--- src/rtl/pipe_ctrl_pkg.sv ---
// Shared definitions for the pipeline controller: stop levels, stall-vector
// patterns, arbiter and exception state encodings, and the stall priority decode.
package pipe_ctrl_pkg;

    // Stall vector: bit0 PC, bit1 IF, bit2 ID, bit3 EX, bit4 MEM, bit5 WB.
    localparam int STALL_W = 6;

    // Per-stage stop level.
    localparam logic STOP    = 1'b1;
    localparam logic NO_STOP = 1'b0;

    // Stall patterns. A stage that stops also stops every stage in front of it.
    localparam logic [STALL_W-1:0] STALL_NONE = {STALL_W{NO_STOP}};
    localparam logic [STALL_W-1:0] STALL_IF   = 6'b000011;
    localparam logic [STALL_W-1:0] STALL_ID   = 6'b000111;
    localparam logic [STALL_W-1:0] STALL_EX   = 6'b001111;
    localparam logic [STALL_W-1:0] STALL_MEM  = 6'b011111;
    localparam logic [STALL_W-1:0] STALL_ALL  = {STALL_W{STOP}};

    // Shared memory bus arbiter states.
    typedef enum logic [1:0] {
        ARB_IDLE    = 2'd0,
        ARB_GNT_IF  = 2'd1,
        ARB_GNT_MEM = 2'd2
    } arb_state_t;

    // Exception sequencing states.
    typedef enum logic [1:0] {
        EXC_RUN        = 2'd0,
        EXC_FLUSH_WAIT = 2'd1,
        EXC_FLUSH      = 2'd2
    } exc_state_t;

    // Stall priority: the oldest (highest) stage that needs to hold wins.
    function automatic logic [STALL_W-1:0] stall_decode(
        input logic mem_wait,
        input logic ex_req,
        input logic id_req,
        input logic if_wait
    );
        logic [STALL_W-1:0] s;
        if (mem_wait)
            s = STALL_MEM;
        else if (ex_req)
            s = STALL_EX;
        else if (id_req)
            s = STALL_ID;
        else if (if_wait)
            s = STALL_IF;
        else
            s = STALL_NONE;
        return s;
    endfunction

endpackage

--- src/rtl/pipe_bus_arb.sv ---
// Shared memory bus arbiter between fetch and MEM stage, with a grant-cycle
// watchdog that forcibly releases the bus when bus_ack never arrives.
module pipe_bus_arb
    import pipe_ctrl_pkg::*;
#(
    parameter int TIMEOUT = 255
) (
    input  logic clk,
    input  logic rst,
    input  logic if_bus_req,
    input  logic mem_bus_req,
    input  logic bus_ack,
    input  logic hold_off,      // suppress new grants (pipeline is being flushed)
    output logic if_bus_gnt,
    output logic mem_bus_gnt,
    output logic bus_timeout,
    output logic arb_idle,
    output logic xfer_done      // a granted transaction completes this cycle
);

    // Counter value seen in the last permitted grant cycle (counter is 0 in the first).
    localparam logic [7:0] CNT_LAST = 8'(TIMEOUT - 1);

    arb_state_t state;
    logic [7:0] grant_cnt;
    logic       busy;

    assign busy      = if_bus_gnt | mem_bus_gnt;
    assign arb_idle  = (state == ARB_IDLE);
    assign xfer_done = busy & bus_ack;

    // Timeout is a Mealy output: an ack arriving in the last allowed cycle
    // completes the transaction normally instead of being reported as a timeout.
    assign bus_timeout = busy & ~bus_ack & (grant_cnt == CNT_LAST);

    // Arbiter state, registered grants and grant-cycle counter.
    // NOTE: sequential state uses non-blocking (<=) so every flop samples
    // pre-edge values; blocking here would create order-dependent races.
    always_ff @(posedge clk) begin
        if (rst) begin
            state       <= ARB_IDLE;
            if_bus_gnt  <= 1'b0;
            mem_bus_gnt <= 1'b0;
            grant_cnt   <= '0;
        end else begin
            case (state)
                ARB_IDLE: begin
                    grant_cnt <= '0;
                    // bus_ack in IDLE belongs to nobody and is ignored.
                    if (!hold_off && mem_bus_req) begin
                        state       <= ARB_GNT_MEM;
                        mem_bus_gnt <= 1'b1;
                    end else if (!hold_off && if_bus_req) begin
                        state      <= ARB_GNT_IF;
                        if_bus_gnt <= 1'b1;
                    end
                end
                ARB_GNT_IF, ARB_GNT_MEM: begin
                    // Always return through IDLE so transactions are separated.
                    if (bus_ack || bus_timeout) begin
                        state       <= ARB_IDLE;
                        if_bus_gnt  <= 1'b0;
                        mem_bus_gnt <= 1'b0;
                        grant_cnt   <= '0;
                    end else begin
                        grant_cnt <= grant_cnt + 8'd1;
                    end
                end
                default: begin
                    state       <= ARB_IDLE;
                    if_bus_gnt  <= 1'b0;
                    mem_bus_gnt <= 1'b0;
                    grant_cnt   <= '0;
                end
            endcase
        end
    end

    // Grants must never overlap on the shared bus.
    a_gnt_onehot: assert property (@(posedge clk) disable iff (rst)
        !(if_bus_gnt && mem_bus_gnt));

endmodule

--- src/rtl/pipe_ctrl.sv ---
// Pipeline control: stall decode, exception redirect sequencing, and a
// saturating count of PC-stall cycles. Bus arbitration lives in pipe_bus_arb.
module pipe_ctrl
    import pipe_ctrl_pkg::*;
#(
    parameter int TIMEOUT = 255
) (
    input  logic               clk,
    input  logic               rst,
    input  logic               stallreq_id,
    input  logic               stallreq_ex,
    input  logic               if_bus_req,
    input  logic               mem_bus_req,
    input  logic               bus_ack,
    input  logic               excp_i,
    input  logic [31:0]        excp_handler_i,
    output logic [STALL_W-1:0] stall,
    output logic               flush,
    output logic [31:0]        new_pc,
    output logic               if_bus_gnt,
    output logic               mem_bus_gnt,
    output logic               bus_timeout,
    output logic [31:0]        stall_cnt
);

    exc_state_t  exc_state;
    logic [31:0] handler_q;
    logic        arb_idle;
    logic        xfer_done;
    logic        hold_off;
    logic        if_gnt_live;
    logic        mem_gnt_live;
    logic        if_wait;
    logic        mem_wait;

    // No new bus transaction may start while the pipeline is being flushed.
    assign hold_off = (exc_state == EXC_FLUSH);

    pipe_bus_arb #(
        .TIMEOUT (TIMEOUT)
    ) u_arb (
        .clk         (clk),
        .rst         (rst),
        .if_bus_req  (if_bus_req),
        .mem_bus_req (mem_bus_req),
        .bus_ack     (bus_ack),
        .hold_off    (hold_off),
        .if_bus_gnt  (if_bus_gnt),
        .mem_bus_gnt (mem_bus_gnt),
        .bus_timeout (bus_timeout),
        .arb_idle    (arb_idle),
        .xfer_done   (xfer_done)
    );

    // Under reset the grants are treated as 0 so stall depends on requests only.
    assign if_gnt_live  = if_bus_gnt & ~rst;
    assign mem_gnt_live = mem_bus_gnt & ~rst;

    // A requester keeps waiting until the cycle its granted transaction is acked.
    assign if_wait  = if_bus_req  & ~(if_gnt_live  & bus_ack);
    assign mem_wait = mem_bus_req & ~(mem_gnt_live & bus_ack);

    // Stall vector: exception sequencing overrides the normal priority decode.
    // NOTE: stall gets a full default before any branch, so no path leaves it
    // unassigned and no latch is inferred.
    always_comb begin
        stall = stall_decode(mem_wait, stallreq_ex, stallreq_id, if_wait);
        if (!rst) begin
            if (exc_state == EXC_FLUSH_WAIT)
                stall = STALL_ALL;
            else if (exc_state == EXC_FLUSH)
                stall = STALL_NONE;
        end
    end

    // Exception FSM with registered flush/new_pc and the latched handler address.
    // Entry goes straight to FLUSH when the bus is free or is released this
    // cycle (ack or forced timeout); otherwise the in-flight transaction is
    // drained in FLUSH_WAIT first.
    always_ff @(posedge clk) begin
        if (rst) begin
            exc_state <= EXC_RUN;
            handler_q <= '0;
            flush     <= 1'b0;
            new_pc    <= '0;
        end else begin
            flush  <= 1'b0;
            new_pc <= '0;
            case (exc_state)
                EXC_RUN: begin
                    if (excp_i) begin
                        handler_q <= excp_handler_i;
                        if (arb_idle || xfer_done || bus_timeout) begin
                            exc_state <= EXC_FLUSH;
                            flush     <= 1'b1;
                            new_pc    <= excp_handler_i;
                        end else begin
                            exc_state <= EXC_FLUSH_WAIT;
                        end
                    end
                end
                EXC_FLUSH_WAIT: begin
                    if (xfer_done || bus_timeout) begin
                        exc_state <= EXC_FLUSH;
                        flush     <= 1'b1;
                        new_pc    <= handler_q;
                    end
                end
                EXC_FLUSH: begin
                    exc_state <= EXC_RUN;
                end
                default: begin
                    exc_state <= EXC_RUN;
                end
            endcase
        end
    end

    // Saturating count of cycles in which the PC is held.
    always_ff @(posedge clk) begin
        if (rst)
            stall_cnt <= '0;
        else if (stall[0] == STOP && stall_cnt != 32'hFFFF_FFFF)
            stall_cnt <= stall_cnt + 32'd1;
    end

endmodule

--- config.mk ---
export PLATFORM = sky130hd
export DESIGN_NAME = pipe_ctrl
export DESIGN_NICKNAME = d
export VERILOG_FILES = /design/src/rtl/pipe_ctrl_pkg.sv /design/src/rtl/pipe_bus_arb.sv /design/src/rtl/pipe_ctrl.sv
export SDC_FILE = /design/constraint.sdc
export NUM_CORES = 1
export LEC_CHECK = 0
export BUFFER_PORTS_ARGS = -buffer_cell sky130_fd_sc_hd__buf_2
export CAP_MARGIN = 20
export CORE_UTILIZATION = 48
export DETAILED_ROUTE_END_ITERATION = 10
export PLACE_DENSITY = 0.85
export SLEW_MARGIN = 20
export SYNTH_ARGS = -nofsm -noshare
export SYNTH_HDL_FRONTEND = slang
export SYNTH_SLANG_ARGS = --single-unit
export TNS_END_PERCENT = 100
--- constraint.sdc ---
create_clock -name clk -period 2.1 [get_ports clk]
set_input_delay 0.42 -clock clk [delete_from_list [all_inputs] [get_ports clk]]
set_output_delay 0.42 -clock clk [all_outputs]
set_load 0.005 [all_outputs]
==> results.tsv <==
stage	metric	value	unit
floorplan	core_region_area	0.009196	mm2
clocking	cts_tree	yes	
clocking	clkSlewWorstSetupHoldPaths	0.12	ns
clocking	cts_max_path_buffers	2	
worst_setup_path	crit_family	simple AND/OR/NAND/NOR gates	
sta	fmax	448.2	MHz
job	maxCapViolations	0	
yosys	syn_inst	514	
clocking	numCtsBuffers	9	
sta	min_period	2.231	ns
yosys	async_flop_share	0	%
power_and_ir_drop	powerDensity	774.3	mW/mm2
placement	postPlaceCellArea	0.005519	mm2
worst_setup_path	cp_cell_sequence	and4_4 > buf_6 > nand4_1 > nor4_4 > or3_4 > buf_6 > clkbuf_16 > or3_1 > a21oi_1	
yosys	ys.flop_type	dfxtp_1	
floorplan	num_rows	35	
hold_path	hold_class	in2reg	
route	ant_nets	0	
sta	worstMarginPinSlew	0.5360	ns
global_routing	busiest_layer	met2	
yosys	ys_seq_area_share	49.20	%
sta	final_hold_viol_count	0	
power_and_ir_drop	leakage	0.002560	uW
route	num_vias	4649	
yosys	syn_nets	558	
route	dr.first_iter.drc_count	269	
yosys	synth_area_leaders	dfxtp_1 49%, a21oi_1 7.9%, a32o_1 6.9%, nand2_1 6.7%, or3_1 2.9%	
finish	regArea	0.002235	mm2
global_routing	overflow	0	
yosys	ys_ff_latch	111	
finish	postLayoutCellArea	0.006167	mm2
sta	rsz0062_at_grt	true	
worst_setup_path	max_stage_delay	0.49	ns
sta	worst_slack	-0.1311	ns
global_routing	grt_pass1_vias	4181	
finish	drive_gt1_share	38.05	%
worst_setup_path	worstSetupPathType	reg2reg	
global_routing	gr-usage-all-layers	23.91	%
global_routing	grt_max_degree	64	
floorplan	ios	114	
floorplan	fp.dieH	99.01	um
yosys	synth_top_area_share	49.20	%
global_routing	grt_pass1_wl	18920	um
global_routing	grtUsageMet3	5.390	%
power_and_ir_drop	total_power	4775	uW
route	wirelength	13260	um
yosys	synth_area_leader_cell	dfxtp_1	
route	via_per_inst	5.885	
route	drc_errors	0	
global_routing	use_met2	40.77	%
run_status	status	finished with violations	
sta	relSlewSlack	64.27	%
worst_setup_path	crit_arrival	2.55	ns
clocking	clk_latency	0.39	ns
worst_setup_path	end_kind	flip-flop	
worst_setup_path	critPathLaunchType	flip-flop	
finish	layout.nets	717	
yosys	syn_area	0.004517	mm2
worst_setup_path	worstPathRequired	2.42	ns
placement	pre_cts_slack	-0.2009	ns
route	dr.pass1.iters	6	
clocking	clock-sinks	111	
finish	area_growth	36.54	%
sta	drv_slew	0	
yosys	syn_avg_cell_area	8.788	um2
floorplan	die_area	0.009802	mm2
finish	multi_input_area	0.002327	mm2
power_and_ir_drop	vdd_drop_max	0.4835	mV
finish	nFillCells	700	
floorplan	die_x	99.01	um
worst_setup_path	crit_top_cell	buf_6	
floorplan	start_util	49.12	%
placement	globalplace.congestion	0.8326	
route	routedWlPerCell	16.78	um
yosys	synth.distinct_cells	48	
run_status	violations	setup timing	
sta	setup_viol	23	
clocking	clockRootBuffer	clkbuf_8	
clocking	h-tree-depth	3	
sta	min_period_over_period	106.2	%
worst_setup_path	critical_path_buf_inv_count	3	
sta	fin_hold_ws	0.2655	ns
placement	dp_hpwl	8055	um
global_routing	antenna_found_initial	2	
placement	io_buffers	113	
sta	skew	0.01571	ns
yosys	ys_warn_count	0	
worst_setup_path	critical_path_peak_fanout	8	
worst_setup_path	crit_path_top_delay_cell	or3_4	
yosys	synth_edf_count	0	
finish	finalCoreUtilization	67.06	%
global_routing	grtUsageMet1	28.72	%
[what timing repair did]
action | in CTS | in global routing
pin swaps | 3 | 19
endpoints found under the setup margin | 12 | 16
hold buffers | 0 | 0
cloned | 0 | 5
setup buffers | 5 | 5
resized for setup | 13 | 52
[metrics by stage]
step | instances | TNS, ns
finish | 790 | -1.455
global route | 789 | -2.613
CTS | 779 | -0.2615
detailed placement | 758 | -1.236
global placement | 758 | -0.4226
floorplan | 514 | 0
[layout by cell type (no fill, tap or decap), types with 3 or more instances in the layout]
cell type / n
buf_2: 113
dfxtp_1: 101
nand2_1: 80
a21oi_1: 60
buf_4: 56
nor2_1: 31
a32o_1: 31
o21ai_0: 20
or3_1: 17
nand3_1: 13
a21oi_2: 11
dfxtp_2: 10
nand4_1: 9
or4_4: 9
clkbuf_8: 9
inv_1: 7
nand2b_1: 6
xor2_1: 5
nor3_1: 5
or3_4: 4
o31ai_1: 4
o21a_1: 4
o31ai_2: 4
clkbuf_16: 4
buf_6: 4
buf_12: 4
and4_1: 3
nand3b_1: 3
ha_1: 3
inv_8: 3
[final timing paths]
kind                            from             to  slack [ns]  cells after the start
setup / recovery       stall_cnt[10]   stall_cnt[2]       -0.13                      9
hold / removal    excp_handler_i[15]  handler_q[15]        0.27                      3
setup reg to reg       stall_cnt[10]   stall_cnt[2]       -0.13                      9
hold reg to reg        handler_q[20]  handler_q[20]        0.46                      2
[cells by family (layout without fill, tap and decap cells)]
group           count (synthesis)  in the layout  share of synthesized area, %
simple gates                  206            206                         23.41
xor+xnor                        7              7                         1.357
flops                         111            111                         49.20
buf+inv                        42            206                         4.017
mux                             2              2                        0.4709
other cells                     0              1                             0
fa+ha+maj                       4              4                         1.108
compound gates                142            142                         20.44
[layout make-up]
| class | count | share of cell area (%) |
|---|---|---|
| timing repair buffer | 182 | 19.88 |
| multi-input combinational | 361 | 37.74 |
| antenna | 1 | 0.04058 |
| clock inverter | 7 | 1.359 |
| tap | 111 | 2.252 |
| clock buffer | 9 | 2.009 |
| sequential | 111 | 36.23 |
| inverter | 8 | 0.4869 |
[sequential cells by signal, summed over array words and instances (netlist names)]
| register | count |
|---|---|
| u_arb.grant_cnt | 8 |
| u_arb.mem_bus_gnt | 1 |
| stall_cnt | 32 |
| exc_state | 2 |
| u_arb.state | 2 |
| u_arb.if_bus_gnt | 1 |
| handler_q | 32 |
| new_pc | 32 |
| flush | 1 |
[metal layers]
metal  share of wire [%]  up-vias
met5                0.11        -
met1                  39     2240
met3                 7.0       43
li1                    -     2178
met2                  50      186
met4                 3.6        2
[worst min-delay path, delay by kind of cell]
family                 cells  cell delay (ns)
AOI/OAI and AO/OA          1             0.05
and+or+nand+nor            1             0.05
buffers and inverters      1             0.10
[synthesized netlist by cell type (all sizes together), types with 2 or more instances]
library cell / instances
a21boi: 2
dfxtp: 111
xor2: 6
nor2: 32
nor4: 3
o31ai: 8
a32o: 31
or2: 3
nand2b: 6
nor2b: 2
clkbuf: 27
nor3: 5
inv: 8
ha: 4
and4: 5
nand2: 81
nand3b: 3
o21ai: 21
buf: 7
a21oi: 71
or4: 11
or3: 21
and2: 2
and3: 3
o21a: 4
nand4: 10
nand3: 15
[power breakdown]
group / switching (uW) / internal, uW / total [uW]
clock network: 825 / 481 / 1310
registers: 95.7 / 2290 / 2390
logic: 592 / 489 / 1080
total: 1510 / 3260 / 4780
Note: power is estimated with default switching activity, not from simulation.
